File: config.mk
export PLATFORM = sky130hd
export DESIGN_NAME = fetch_stage
export DESIGN_NICKNAME = d
export VERILOG_FILES = /design/src/rtl/isa_pkg.sv /design/src/rtl/pc_reg.sv /design/src/rtl/fetch_stage.sv
export SDC_FILE = /design/constraint.sdc
export NUM_CORES = 1
export LEC_CHECK = 0
export CORE_ASPECT_RATIO = 0.75
export CORE_MARGIN = 2
export CORE_UTILIZATION = 39
export CTS_BUF_LIST = sky130_fd_sc_hd__clkbuf_16
export DETAILED_ROUTE_END_ITERATION = 10
export PLACE_DENSITY = 0.68
export SYNTH_ARGS = -nofsm -noshare
export SYNTH_HDL_FRONTEND = slang
export SYNTH_HIERARCHICAL = 1
export SYNTH_SLANG_ARGS = --single-unit
File: constraint.sdc
create_clock -name clk -period 3.4 [get_ports clk]
set_input_delay 0.68 -clock clk [delete_from_list [all_inputs] [get_ports clk]]
set_output_delay 0.68 -clock clk [all_outputs]
set_load 0.01 [all_outputs]
File: src/rtl/isa_pkg.sv
// Shared ISA constants, PC-select encodings and fetch FSM states.
// Exports: LDM_OP, NOP_WORD, vector addresses, PC_SEL_*, fetch_state_e, is_ldm().
package isa_pkg;

   localparam logic [4:0]  LDM_OP         = 5'b10010;
   localparam logic [15:0] NOP_WORD       = 16'h0000;
   localparam logic [31:0] RESET_VEC_ADDR = 32'd0;
   localparam logic [31:0] INT_VEC_ADDR   = 32'd2;

   localparam logic [1:0] PC_SEL_SEQ = 2'b00;
   localparam logic [1:0] PC_SEL_JMP = 2'b01;
   localparam logic [1:0] PC_SEL_MEM = 2'b10;

   typedef enum logic [2:0] {
      BOOT_HI,
      BOOT_LO,
      RUN,
      INT_HI,
      INT_LO
   } fetch_state_e;

   function automatic logic is_ldm(input logic [15:0] word);
      return word[15:11] == LDM_OP;
   endfunction

endpackage

File: src/rtl/pc_reg.sv
// Program counter with half-word vector load, full target load and increment.
// Ports: clk, rst, i_ld_hi/i_ld_lo (vector halves), i_ld_full (redirect),
//        i_inc (sequential), i_half, i_target, o_pc, o_pc_inc (pc + 1).
module pc_reg
   import isa_pkg::*;
#(
   parameter int PC_W = 32
) (
   input  logic            clk,
   input  logic            rst,
   input  logic            i_ld_hi,
   input  logic            i_ld_lo,
   input  logic            i_ld_full,
   input  logic            i_inc,
   input  logic [15:0]     i_half,
   input  logic [PC_W-1:0] i_target,
   output logic [PC_W-1:0] o_pc,
   output logic [PC_W-1:0] o_pc_inc
);

   logic [PC_W-1:0] r_pc;
   logic [PC_W-1:0] w_pc_inc;

   // Wraps modulo 2^PC_W naturally.
   assign w_pc_inc = r_pc + PC_W'(1);
   assign o_pc     = r_pc;
   assign o_pc_inc = w_pc_inc;

   always_ff @(posedge clk or posedge rst) begin
      if (rst) begin
         r_pc <= '0;
      end else if (i_ld_full) begin
         r_pc <= i_target;
      end else if (i_ld_hi) begin
         r_pc[PC_W-1:PC_W-16] <= i_half;
      end else if (i_ld_lo) begin
         r_pc[15:0] <= i_half;
      end else if (i_inc) begin
         r_pc <= w_pc_inc;
      end
   end

endmodule

File: src/rtl/fetch_stage.sv
// Instruction fetch FSM, redirect/stall/interrupt priority and IF/ID register.
// Ports: clk, rst, imem_addr/imem_data, pc_sel, pc_jmp, mem_pc,
//        fetch_pc_enable, load_use, freeze, int_req -> instruction, ldm_value,
//        interrupt, pc_next_saved, valid.
module fetch_stage
   import isa_pkg::*;
#(
   parameter int width = 16,
   parameter int PC_W  = 32
) (
   input  logic             clk,
   input  logic             rst,
   output logic [PC_W-1:0]  imem_addr,
   input  logic [width-1:0] imem_data,
   input  logic [1:0]       pc_sel,
   input  logic [PC_W-1:0]  pc_jmp,
   input  logic [PC_W-1:0]  mem_pc,
   input  logic             fetch_pc_enable,
   input  logic             load_use,
   input  logic             freeze,
   input  logic             int_req,
   output logic [width-1:0] instruction,
   output logic             ldm_value,
   output logic             interrupt,
   output logic [PC_W-1:0]  pc_next_saved,
   output logic             valid
);

   fetch_state_e r_state;
   fetch_state_e w_next;

   logic            r_ldm_pending;
   logic            r_int_latched;

   logic            w_stall;
   logic            w_redirect;
   logic            w_take_int;
   logic            w_seq;
   logic            w_ld_hi;
   logic            w_ld_lo;
   logic [PC_W-1:0] w_target;
   logic [PC_W-1:0] w_pc;
   logic [PC_W-1:0] w_pc_inc;

   assign w_stall = load_use | freeze | ~fetch_pc_enable;

   pc_reg #(
      .PC_W(PC_W)
   ) u_pc_reg (
      .clk      (clk),
      .rst      (rst),
      .i_ld_hi  (w_ld_hi),
      .i_ld_lo  (w_ld_lo),
      .i_ld_full(w_redirect),
      .i_inc    (w_seq),
      .i_half   (imem_data[15:0]),
      .i_target (w_target),
      .o_pc     (w_pc),
      .o_pc_inc (w_pc_inc)
   );

   always_ff @(posedge clk or posedge rst) begin
      if (rst) begin
         r_state <= BOOT_HI;
      end else begin
         r_state <= w_next;
      end
   end

   always_comb begin
      w_next     = r_state;
      imem_addr  = w_pc;
      w_ld_hi    = 1'b0;
      w_ld_lo    = 1'b0;
      w_redirect = 1'b0;
      w_take_int = 1'b0;
      w_seq      = 1'b0;
      w_target   = pc_jmp;
      unique case (r_state)
         BOOT_HI: begin
            imem_addr = RESET_VEC_ADDR;
            w_ld_hi   = 1'b1;
            w_next    = BOOT_LO;
         end
         BOOT_LO: begin
            imem_addr = RESET_VEC_ADDR + 32'd1;
            w_ld_lo   = 1'b1;
            w_next    = RUN;
         end
         RUN: begin
            if (pc_sel == PC_SEL_JMP || pc_sel == PC_SEL_MEM) begin
               w_redirect = 1'b1;
               if (pc_sel == PC_SEL_MEM) w_target = mem_pc;
            end else if (!w_stall) begin
               // Never split an LDM from its immediate word.
               if (r_int_latched && !r_ldm_pending) begin
                  w_take_int = 1'b1;
                  w_next     = INT_HI;
               end else begin
                  w_seq = 1'b1;
               end
            end
         end
         INT_HI: begin
            imem_addr = INT_VEC_ADDR;
            w_ld_hi   = 1'b1;
            w_next    = INT_LO;
         end
         INT_LO: begin
            imem_addr = INT_VEC_ADDR + 32'd1;
            w_ld_lo   = 1'b1;
            w_next    = RUN;
         end
         default: begin
            w_next = BOOT_HI;
         end
      endcase
   end

   always_ff @(posedge clk or posedge rst) begin
      if (rst) begin
         r_int_latched <= 1'b0;
         r_ldm_pending <= 1'b0;
      end else begin
         r_int_latched <= w_take_int ? 1'b0 : (r_int_latched | int_req);
         if (w_redirect) begin
            r_ldm_pending <= 1'b0;
         end else if (w_seq) begin
            // The immediate itself never re-arms, whatever its bits.
            r_ldm_pending <= r_ldm_pending ? 1'b0 : is_ldm(imem_data[15:0]);
         end
      end
   end

   always_ff @(posedge clk or posedge rst) begin
      if (rst) begin
         instruction   <= NOP_WORD;
         ldm_value     <= 1'b0;
         interrupt     <= 1'b0;
         pc_next_saved <= '0;
         valid         <= 1'b0;
      end else begin
         interrupt <= 1'b0;
         if (w_seq) begin
            instruction   <= imem_data;
            valid         <= 1'b1;
            ldm_value     <= r_ldm_pending;
            pc_next_saved <= w_pc_inc;
         end else if (w_take_int) begin
            instruction   <= NOP_WORD;
            valid         <= 1'b0;
            ldm_value     <= 1'b0;
            interrupt     <= 1'b1;
            pc_next_saved <= w_pc;
         end else if (w_redirect || r_state != RUN) begin
            instruction <= NOP_WORD;
            valid       <= 1'b0;
            ldm_value   <= 1'b0;
         end
      end
   end

endmodule
==> impl_results.md <==
- Clock Pin Slew Worst Setup and Hold Paths: 0.07 ns
- Wirelength per Cell: around 21 um
- Peak Freq: 325 MHz
- Detailed Route Iter0 Violations: around 450
- Max Cap Violations: 0
- Max Buffers Root-to-Sink: 2
- # diodes: 0
- Biggest cell delay along the critical path: 0.93 ns
- Slew HR: between 20 and 25%
- CTS tree: yes
- Critical path fanouts, max: 16
- CP Cell Sequence: clkdlybuf4s50_1 -> inv_1 -> ha_1 -> nor2_2 -> nor2b_1 -> a22oi_1 -> a21oi_1 -> o21ai_0 -> a21oi_1
- Main combinational cell family by area after synthesis: simple AND/OR/NAND/NOR gates
- Worst slew pin tran: 1.19 ns
- Number of flops mapped to enable cells by yosys: 0
- CTS resizes: 0
- Lkg Pwr: 3.00 nW
- DR pass1 iterations: 5
- Max-slew violations: 0
- CTS H-tree depth: 3
- Layout Area Growth over Synthesis: 35.8%
- Hold buffer count at CTS: 0
- Flops & latches, synth: about 90
- Largest net degree at the start of global routing: 51
- Xor/xnor cell area share of the yosys netlist: 5.52%
- Num CTS Buffers: 9
- CP startpoint kind: input pin
- Most used DFF post-synth: dfrtp_1
- Worst vdd ir: 0.000335 V
- Fin nets: 894
- Via density: ~5.7
- Core ar.: between 10000 and 15000 um2
- Yosys top cell by area: dfrtp_1
- Post-synthesis compound-gate area fraction: 18.2%
- Setup Viol. Count Final: 0
- GP Congestion: 0.916
- Initial antenna violation count: 0
- Drt total wl: 21.2 mm
- Clk sink count: approximately 90
- Critical Path End Type: register
- CP max stage cell: nor2b_1
- Seq/Total Area, Yosys: between 30% and 40%
- HP Class: register to register
- Die width: 146 um
- Root buf cell: clkbuf_16
- Total GRT Usage: 26.8%
- Min Tclk post-route: 3.07 ns
- I/O Buffers: 170
- Detail Route Antenna Nets: 0
- Synth area leaders: dfrtp_1 (38%), o21ai_0 (7.2%), mux2i_1 (6.3%), mux2_2 (5.9%), nor2b_1 (3.6%)
- Critical path arrival: around 3.4 ns
- Fin crit share: 90.4%
- Worst EP required: 3.68 ns
- Ys async rst share: 100%
- Critical path class: input pin to register
- Num rows: 38
- Run status: finished clean
- Top cell by count, worst path: a21oi_1
- Clock Latency Late Sink: 0.36 ns
- Count leader, synth: dfrtp_1
- Via count: 5785
- Dpl hpwl: 15.8 mm
- Post CTS Setup Buffer Count: 0
- Clock Skew: between 0.008 and 0.009 ns
- Top-Level Pins: ~170
- Final Hold Fails: 0
- Top cells by count, synth: dfrtp_1 (88), o21ai_0 (84), nand2_1 (42), a21oi_1 (37), mux2i_1 (37)
- YS warnings: 6
- Cell Area, Synth: 5870 um2
- Die height: around 110 um
- Syn Area/Cell: 8.92 um2
- Top cell type's share of synthesized area: a little under two fifths
- Layout cells sized above 1: 10.6%
- DRC violation count after routing: 0
- Net count after synthesis: 748
- Die Area: 16100 um2
- Post-synthesis simple-gate area fraction: 19.6%
- Mux cell area share after synthesis: about 13%
- RSZ-0062 raised after global routing: false
- PD cells: 761 nW/um2
- Total Power: 6.07 mW
- Adder-cell share of the synthesized area: less than 1%
- Gate Count Post-Synth: 658
- Gr ovfl total: 0
- Vias in the first global route: 5608
- Initial Utilization: 40.2%
- Final TNS setup: 0 ns
- First-pass GRT wire length: 32.9 mm
- Yosys cell types: 61
- # fillers: 1341
## path summary, 6_finish.rpt
| kind | startpoint | to | slack (ns) | cells after the start |
|---|---|---|---|---|
| max | pc_sel[0] | u_pc_reg/o_pc[31] | 0.33 | 9 |
| min | pc_next_saved[23] | pc_next_saved[23] | 0.51 | 2 |
| max reg2reg | r_state[1] | u_pc_reg/o_pc[31] | 0.59 | 8 |
| max in group asynchronous | rst | instruction[0] | 1.82 | 3 |
| min reg2reg | pc_next_saved[23] | pc_next_saved[23] | 0.51 | 2 |
| min in group asynchronous | rst | pc_next_saved[11] | 0.67 | 2 |
## metal layers
metal  GRT usage (%)  up-vias  wire [um]
li1                -     2683          -
met1            37.9     2810       9990
met2            41.7      264       9330
met3            5.68       28       1460
met4            7.42        0        373
met5               0        -          0
## stage by stage
step / cell area [um2] / hold slack (ns) / utilization [%] / std cells / setup slack, ns
detailed placement: 7690 / 0.499 / 52.7 / 993 / -0.0201
floorplan: 5870 / 0.520 / - / 658 / 0.586
global route: 7970 / 0.548 / 54.6 / 1009 / 0.00607
finish: 7970 / 0.510 / 54.6 / 1009 / 0.327
CTS: 7970 / 0.515 / 54.6 / 1009 / 0.333
global placement: 7690 / 0.494 / 52.7 / 993 / 0.0797
## state kept, by name, summed over array words and instances, names as in the netlist
signal	flops
ldm_value	1
valid	1
r_int_latched	1
r_state	3
interrupt	1
r_ldm_pending	1
u_pc_reg/o_pc	32
instruction	16
pc_next_saved	32
## placed cells by master, fill, tap and decap left out, types with 3 or more instances in the layout
| cell | instances |
|---|---|
| a211oi_1 | 3 |
| a21oi_1 | 37 |
| a22o_1 | 4 |
| a22oi_1 | 18 |
| a2bb2oi_1 | 3 |
| and2_1 | 4 |
| and3_1 | 5 |
| buf_4 | 23 |
| clkbuf_16 | 9 |
| clkdlybuf4s50_1 | 170 |
| dfrtp_1 | 88 |
| inv_1 | 11 |
| mux2_2 | 31 |
| mux2i_1 | 36 |
| nand2_1 | 42 |
| nand3_1 | 31 |
| nand4_1 | 19 |
| nor2_1 | 32 |
| nor2b_1 | 34 |
| nor3_1 | 9 |
| nor4_1 | 5 |
| nor4_2 | 3 |
| o21ai_0 | 84 |
| o21ai_1 | 7 |
| o22ai_1 | 9 |
| o311ai_0 | 3 |
| xnor2_1 | 24 |
| xor2_1 | 13 |
## area by class of cell
cell class	count	area (um2)	share of cell area, %
Clock inverter	7	55.1	0.691
Tap cell	200	250	3.14
Multi-Input combinational cell	500	3320	41.6
Timing Repair Buffer	193	1870	23.5
Inverter	12	45.0	0.565
Sequential cell	88	2200	27.6
Clock buffer	9	225	2.83
## report_power, final
part	internal [mW]	switching (mW)	leakage [nW]	total, mW
sequential	1.39	0.510	1.14	1.90
clock	0.502	0.466	0.132	0.968
combinational	1.54	1.66	1.73	3.20
total	3.43	2.64	3.00	6.07
## cells by family after synthesis
logic type,after synthesis
compound gates,183
xor+xnor,37
fa+ha+maj,2
buf+inv,70
flops,88
mux,70
simple gates,208
## critical path: cells and delay by family
family | cells | cell delay (ns)
buffers and inverters | 2 | 0.49
adder cells (fa/ha/maj) | 1 | 0.38
AO/OA/AOI/OAI | 4 | 0.74
AND/OR/NAND/NOR | 2 | 1.06
Note: power is estimated with default switching activity, not from simulation.
==> RTL edit: new RTL, config.mk and constraints unchanged <==
`PC_W` is set to 32 in 2 places; all go to 64.
--- a/src/rtl/pc_reg.sv
+++ b/src/rtl/pc_reg.sv
@@ -4,7 +4,7 @@
 module pc_reg
    import isa_pkg::*;
 #(
-   parameter int PC_W = 32
+   parameter int PC_W = 64
 ) (
    input  logic            clk,
    input  logic            rst,
--- a/src/rtl/fetch_stage.sv
+++ b/src/rtl/fetch_stage.sv
@@ -6,7 +6,7 @@
    import isa_pkg::*;
 #(
    parameter int width = 16,
-   parameter int PC_W  = 32
+   parameter int PC_W  = 64
 ) (
    input  logic             clk,
    input  logic             rst,
Interface: changed (resized imem_addr, mem_pc, pc_jmp and pc_next_saved); port bits go from 171 to 299. The function was not compared with the original's and may differ.
==> RTL edit against the unedited design <==
- the flow now finishes with violations (design-rule violations)
- wire length up 80%
- area after synthesis up 81%
- worst setup slack worse by 0.17 ns
- power up 92%
- cell count up 81%
- non-clock buffer count up 165
- register-to-register slack worse by 0.19 ns
- final area up 83%
- maximum frequency down 5.1%
- sequential cell count up 64
- synthesized cell count up 79%
- count of clock-buffer cells in the layout up 8
- critical endpoint is now imem_addr[12]
- largest cell class unchanged
==> RTL edit: results (changes against the unedited design) <==
slew of the pin with the lowest slew margin 0.953 ns (-0.242 ns); ANT cells 0 (unchanged); Crit Path Max Fanout 38 (+22); pin count of the biggest net entering global routing 83 (+63%); Cell variety after synth 62 (+1.6%); failing checks design-rule violations; vias in the first global route 10046 (+79%); H-tree Lvls 4 (+1); synth warn 6 (unchanged); DP HPWL 28400 um (+79%); Switching Share 42.1% (-1.4 points); Tightest Hold Check Type reg2reg; Skew-Pair Late Insertion Delay 0.44 ns (+0.08 ns); most frequent cells after synthesis o21ai_0 (171), dfrtp_1 (152), nand2_1 (99); Nets 1613 (+80%); drt wl/cell 20.9 um (-0.50%); port bufs 298 (+75%); CTS root buffer clkbuf_16; Initial DRC Count 847 (+87%); first-pass GRT wire length 59000 um (+80%); Worst-path clk slew 0.07 ns (about the same); cts bufs inserted 17 (+8); drt drc 14 (+14); Final ANT Viol Nets 0 (unchanged); Max clock buf depth 2 (unchanged); total track usage 26.6% (-0.16 points); setup TNS 0 ns (unchanged); Pleak 5.52 nW (+84%); outcome complete, but fails checks; vias per inst 5.60 (-2.3%); layout cells sized above 1 12.3% (+1.7 points); syn nets 1329 (+78%); TritonRoute pass-1 iters 9 (+4); largest cells by area after synthesis dfrtp_1 (36%), mux2_4 (8.5%), o21ai_0 (8.1%); VDD IR max 0.370 mV (+10%); sequential cell area fraction in the yosys report 35.9% (-1.6 points); Worst EP arrival 2.56 ns (-0.79 ns); post-CTS setup buffer count 0 (unchanged); Layout Skew 0.00950 ns (+0.000633 ns); initial antenna violation count 1 (+1); Gates resized, CTS repair 0 (unchanged); top_reg_cell synth dfrtp_1; Post-DP Area 14000 sq um (+83%); ys async rst share 100% (unchanged); Placer Congestion 0.870 (-5.0%); dpl ws 0.186 ns (+0.206 ns)
-- RTL edit: through the flow --
step,std cells,hold slack [ns]
final,1823,0.508
after global routing,1823,0.531
after CTS,1823,0.514
after detailed placement,1791,0.500
after global placement,1791,0.489
after floorplan,1175,0.491
-- RTL edit: critical path: stages, from the launching register on --
cell	delay (ns)
dfrtp_1	0.59
nor2b_1	0.31
a21oi_4	0.05
buf_4	0.30
nor2b_1	0.28
clkdlybuf4s50_1	0.59
-- RTL edit: logic make-up (layout without fill, tap and decap cells) --
group | Yosys count | in the layout | share of synthesized area [%]
compound gates | 285 | 285 | 14.8
xor+xnor | 97 | 97 | 8.01
fa+ha+maj | 2 | 2 | 0.236
buf+inv | 107 | 404 | 5.42
flops | 152 | 152 | 35.9
mux | 141 | 141 | 16.2
simple gates | 391 | 391 | 19.4
-- RTL edit: cell type report --
cell class	count	area (sq um)
Sequential cell	152	3800
Inverter	14	53.8
Fill cell	2522	12300
Timing Repair Buffer	358	3480
Multi-Input combinational cell	916	6260
Tap cell	351	439
Clock buffer	17	425
Clock inverter	15	150
-- RTL edit: path summary, 6_finish.rpt --
kind / start / to / slack, ns / cells after the start
setup / recovery: r_state[1] / imem_addr[12] / 0.16 / 5
min in group asynchronous: rst / u_pc_reg/o_pc[27] / 0.70 / 2
hold reg to reg: pc_next_saved[45] / pc_next_saved[45] / 0.51 / 2
hold / removal: pc_next_saved[45] / pc_next_saved[45] / 0.51 / 2
setup reg to reg: u_pc_reg/o_pc[22] / pc_next_saved[48] / 0.40 / 7
max in group asynchronous: rst / instruction[6] / 1.89 / 3
-- RTL edit: per-layer routing --
metal  routed length (um)  track usage (%)  share of wire, %
met5                   12                0             0.032
met1                17200             37.3                45
met2                16900             41.0                44
met3                 3280             7.07               8.6
met4                  670             6.50               1.8
-- RTL edit: power by group through the flow --
stage | logic, W | registers, W | clock network (W)
floorplan | 0.00349 | 0.00330 | 0
global placement | 0.00617 | 0.00342 | 0
detailed placement | 0.00623 | 0.00346 | 0
CTS | 0.00627 | 0.00343 | 0.00195
global route | 0.00679 | 0.00357 | 0.00203
finish | 0.00626 | 0.00346 | 0.00193
